File: src/rtl/layer_serializer.sv
// Parallel-to-serial bridge: captures a full neuron-layer output vector once every
// neuron is valid and streams it one word per clock into the next layer's serial port.

module layer_serializer_lane #(
  parameter int DATA_WIDTH = 16
) (
  input  logic                  clk,
  input  logic                  load,
  input  logic                  sel,
  input  logic [DATA_WIDTH-1:0] din,
  output logic [DATA_WIDTH-1:0] dout
);
  logic [DATA_WIDTH-1:0] word_q;

  // Frame storage needs no reset: it is only read after an accepted capture.
  always_ff @(posedge clk) begin
    if (load) word_q <= din;
  end

  assign dout = sel ? word_q : '0;
endmodule

module layer_serializer #(
  parameter int NEURON_NUM = 10,
  parameter int DATA_WIDTH = 16
) (
  input  logic                             clk,
  input  logic                             rst_n,
  input  logic [NEURON_NUM*DATA_WIDTH-1:0] layer_output,
  input  logic [NEURON_NUM-1:0]            layer_output_valid,
  output logic [DATA_WIDTH-1:0]            next_input,
  output logic                             next_input_valid,
  output logic                             busy,
  output logic                             frame_done,
  output logic                             overrun
);
  localparam int IDX_W = (NEURON_NUM > 1) ? $clog2(NEURON_NUM) : 1;
  localparam logic [IDX_W-1:0] LAST = IDX_W'(NEURON_NUM - 1);

  typedef enum logic {IDLE, SEND} state_t;

  state_t                               state;
  logic [IDX_W-1:0]                     idx, idx_nxt;
  logic                                 all_valid, all_valid_d, start, accept, at_last;
  logic [NEURON_NUM-1:0]                lane_sel;
  logic [NEURON_NUM-1:0][DATA_WIDTH-1:0] lane_word;
  logic [DATA_WIDTH-1:0]                word_nxt;

  assign all_valid = &layer_output_valid;
  assign start     = all_valid & ~all_valid_d;
  assign at_last   = (idx == LAST);
  assign idx_nxt   = idx + 1'b1;
  // A start is taken when idle or on the last word; otherwise it is an overrun.
  assign accept    = start & ((state == IDLE) | at_last) & rst_n;

  for (genvar i = 0; i < NEURON_NUM; i++) begin : g_lane
    assign lane_sel[i] = (idx_nxt == IDX_W'(i));
    layer_serializer_lane #(.DATA_WIDTH(DATA_WIDTH)) u_lane (
      .clk  (clk),
      .load (accept),
      .sel  (lane_sel[i]),
      .din  (layer_output[i*DATA_WIDTH +: DATA_WIDTH]),
      .dout (lane_word[i])
    );
  end

  always_comb begin
    word_nxt = '0;
    for (int i = 0; i < NEURON_NUM; i++) word_nxt = word_nxt | lane_word[i];
  end

  always_ff @(posedge clk) begin
    if (!rst_n) begin
      state            <= IDLE;
      idx              <= '0;
      all_valid_d      <= 1'b0;
      next_input       <= '0;
      next_input_valid <= 1'b0;
      busy             <= 1'b0;
      frame_done       <= 1'b0;
      overrun          <= 1'b0;
    end else begin
      all_valid_d <= all_valid;
      frame_done  <= 1'b0;
      overrun     <= 1'b0;
      if (accept) begin
        // Word 0 comes straight from the input so it appears the cycle after start.
        state            <= SEND;
        idx              <= '0;
        next_input       <= layer_output[DATA_WIDTH-1:0];
        next_input_valid <= 1'b1;
        busy             <= 1'b1;
        frame_done       <= (LAST == '0);
      end else if (state == SEND) begin
        if (at_last) begin
          state            <= IDLE;
          idx              <= '0;
          next_input       <= '0;
          next_input_valid <= 1'b0;
          busy             <= 1'b0;
        end else begin
          idx        <= idx_nxt;
          next_input <= word_nxt;
          frame_done <= (idx_nxt == LAST);
          overrun    <= start;
        end
      end
    end
  end
endmodule

File: config.mk
export PLATFORM = sky130hd
export DESIGN_NAME = layer_serializer
export DESIGN_NICKNAME = d
export VERILOG_FILES = /design/src/rtl/layer_serializer.sv
export SDC_FILE = /design/constraint.sdc
export NUM_CORES = 1
export LEC_CHECK = 0
export CORE_ASPECT_RATIO = 1.2
export CORE_MARGIN = 5
export CORE_UTILIZATION = 46
export CTS_CLUSTER_SIZE = 20
export DETAILED_ROUTE_END_ITERATION = 10
export HOLD_SLACK_MARGIN = 0.15
export PLACE_DENSITY_LB_ADDON = 0.1
export SYNTH_ARGS = -nofsm -noshare
export SYNTH_HDL_FRONTEND = slang
export SYNTH_SLANG_ARGS = --single-unit
File: constraint.sdc
create_clock -name clk -period 3.4 [get_ports clk]
set_input_delay 0.68 -clock clk [delete_from_list [all_inputs] [get_ports clk]]
set_output_delay 0.68 -clock clk [all_outputs]
set_load 0.005 [all_outputs]
==> results.sh <==
export IMPL_status="complete, no violations"
export IMPL_worst_pin_slew_ps=812
export IMPL_setup_tns_ps=0
export IMPL_finalSetupViolCount=0
export IMPL_seq_area_frac_synth=0.747
export IMPL_worstPathRequired_ps=3700
export IMPL_max_stage_delay_ps=820
export IMPL_yosys_warnings=0
export IMPL_cts_buffers_inserted=17
export IMPL_rrSetupSlack_ps=900
export IMPL_pin_count=192
export IMPL_postCtsSetupBuffers=0
export IMPL_cts_hold_buf=0
export IMPL_wirelength_mm=17.4
export IMPL_initial_core_util=0.471
export IMPL_track_usage=0.195
export IMPL_crit_path_top_delay_cell="dfxtp_2"
export IMPL_cts_resized=0
export IMPL_wl_per_cell_um=20.4
export IMPL_arrival_ps=2800
export IMPL_slew_headroom=0.454
export IMPL_grt_pass1_vias=5021
export IMPL_drive_above_1_share=0.0906
export IMPL_critPathCaptureType="flop"
export IMPL_crit_start="idx[1]"
export IMPL_power_leakage_nw=3.20
export IMPL_cts_max_level=4
export IMPL_final_common_cell="clkdlybuf4s50_1"
export IMPL_ys_seq_elements=185
export IMPL_period_needed_ps=2500
export IMPL_dp_hpwl_mm=12.6
export IMPL_syn_mean_instance_area_um2=16.0
export IMPL_async_flop_share=0
export IMPL_ant_nets=0
export IMPL_syn2layout_area_growth_pct=38.5
export IMPL_synth_edf_count=160
export IMPL_syn_nets=615
export IMPL_cap_violations=0
export IMPL_worstHoldPathType="flop to flop"
export IMPL_core_area_mm2=0.0151
export IMPL_rows=49
export IMPL_fin_ws_ps=898
export IMPL_clock_sinks=185
export IMPL_grt_pass1_wl_mm=26.3
export IMPL_synthCells=443
export IMPL_vias=4654
export IMPL_drt_iter0_markers=380
export IMPL_grt_overflow_total=0
export IMPL_clk_path_buf_depth=2
export IMPL_grt_max_degree=65
export IMPL_n_fill_cell=1135
export IMPL_fp_dieH_um=146
export IMPL_diodes=0
export IMPL_power_per_cell_area_mw_per_mm2=464
export IMPL_worstReg2RegStart="idx[1]"
export IMPL_finalPower_mw=4.56
export IMPL_mostFrequentLayoutCells="clkdlybuf4s50_1 (191), edfxtp_1 (160), mux2i_1 (27)"
export IMPL_skew_ps=5.26
export IMPL_crit_chain="nor2b_4 > a21bo_1 > and3_4 > buf_12 > a22o_1 > or3_1"
export IMPL_port_buffers=191
export IMPL_drc_errors=0
export IMPL_yosysTopAreaCell="edfxtp_1"
export IMPL_min_period_over_period=0.736
export IMPL_yosys_most_used_dff="edfxtp_1"
export IMPL_rsz0062_at_grt="no"
export IMPL_reg2reg_depth=6
export IMPL_place_ws_ps=605
export IMPL_vdd_ir_drop_worst_mv=0.314
export IMPL_die_width_um=123
export IMPL_dr_pass1_iters=5
export IMPL_dieArea_mm2=0.0180
export IMPL_final_max_slew_viol_count=0
export IMPL_synth_cell_type_count=49
export IMPL_synthTopCellsByArea="edfxtp_1 (68%), dfxtp_1 (7.0%), mux2i_1 (3.8%)"
export IMPL_final_nets=810
export IMPL_rr_endpoint="next_input[14]"
export IMPL_cts_root_buf="clkbuf_16"
export IMPL_netlist_area_leader_share=0.677
export IMPL_cts_tree="yes"
export IMPL_antenna_found_initial=0
export IMPL_hold_violations=0
export IMPL_hold_depth=2
export IMPL_worstSetupPathType="flop to flop"
export IMPL_timing_critical_path_to="next_input[14]"
export IMPL_fmax_ghz=0.400
export IMPL_viasPerCell=5.44
export IMPL_clk_pin_slew_ps=70
export IMPL_synth_area_mm2=0.00710
export IMPL_cp_start_kind="flop"
export IMPL_path_max_fanout=45
export IMPL_clock_latency_ps=420
export IMPL_gp_congestion=0.860
[per-layer routing]
| layer | up-vias | part of all wire | GRT usage |
|---|---|---|---|
| met5 | - | 0 | 0 |
| met4 | 0 | 0.015 | 0.0565 |
| met3 | 14 | 0.074 | 0.0631 |
| met2 | 186 | 0.54 | 0.338 |
| met1 | 2274 | 0.37 | 0.229 |
| li1 | 2180 | - | - |
[synth_stat cells (all sizes together) (2+ instances only)]
master and number:
nor2 12, clkbuf 12, a2111oi 2, and3 2
nor4 5, nand2 18, edfxtp 160, a21oi 12
a22oi 22, dfxtp 25, nand3 11, nor2b 5
and2 2, a22o 19, mux2 10, or3 8
nor3 8, buf 16, a222oi 2, o21ai 6
a31oi 2, a211oi 4, o221ai 6, o22ai 22
nand4 3, a2bb2oi 2, mux4 2, mux2i 27
nand2b 2, a32oi 2
[metrics by stage]
step           instance area (µm²)  hold WS [ps]   util  cells
2_1_floorplan                 7100           462      -    443
3_3_place_gp                  9270           469  0.615    823
3_5_place_dp                  9270           488  0.615    823
4_1_cts                       9830           504  0.652    855
5_1_grt                       9830           519  0.652    855
6_report                      9830           500  0.652    855
[registers in the layout, indices dropped and copies added (netlist names)]
| signal | cells |
|---|---|
| all_valid_d | 1 |
| busy | 1 |
| frame_done | 1 |
| g_lane.u_lane.word_q | 160 |
| idx | 4 |
| next_input | 16 |
| overrun | 1 |
| state | 1 |
[area by class of cell]
class,instances,area (µm²),area share
inverter,1,3.75,0.000382
timing repair buffer,204,2050,0.208
tap,204,255,0.0260
clock buffer,18,429,0.0436
clock inverter,14,130,0.0132
sequential,185,5310,0.540
multi-input combinational,229,1660,0.169
[worst min-delay path by stage]
stage                     slack (ps)              to           start
final                            500  next_input[10]  next_input[10]
after global routing             520   next_input[4]   next_input[4]
after CTS                        500  next_input[10]  next_input[10]
after detailed placement         490  next_input[10]  next_input[10]
after global placement           470   next_input[4]   next_input[4]
after floorplan                  460   next_input[0]   next_input[0]
[worst max-delay path: cells and delay by family (launching register included)]
family          cells  cell delay, ps
flops               1             820
buf+inv             1             190
simple gates        3             810
compound gates      2             540
[report_power, final]
group	total, mW	switching (mW)	internal (mW)	leakage, nW
logic	0.223	0.0478	0.175	1.29
clock network	1.87	0.802	1.07	0.266
registers	2.46	0.000407	2.46	1.64
total	4.56	0.850	3.71	3.20
[logic make-up (layout without fill, tap and decap cells)]
kind of cell	after synthesis	count (layout)	share of synthesized area
and+or+nand+nor	81	81	0.0595
AOI/OAI and AO/OA	107	107	0.110
muxes	39	39	0.0603
buffers and inverters	29	237	0.0208
DFF	185	185	0.747
xor gates and xnor gates	2	2	0.00247
(Power assumes the default switching activity.)
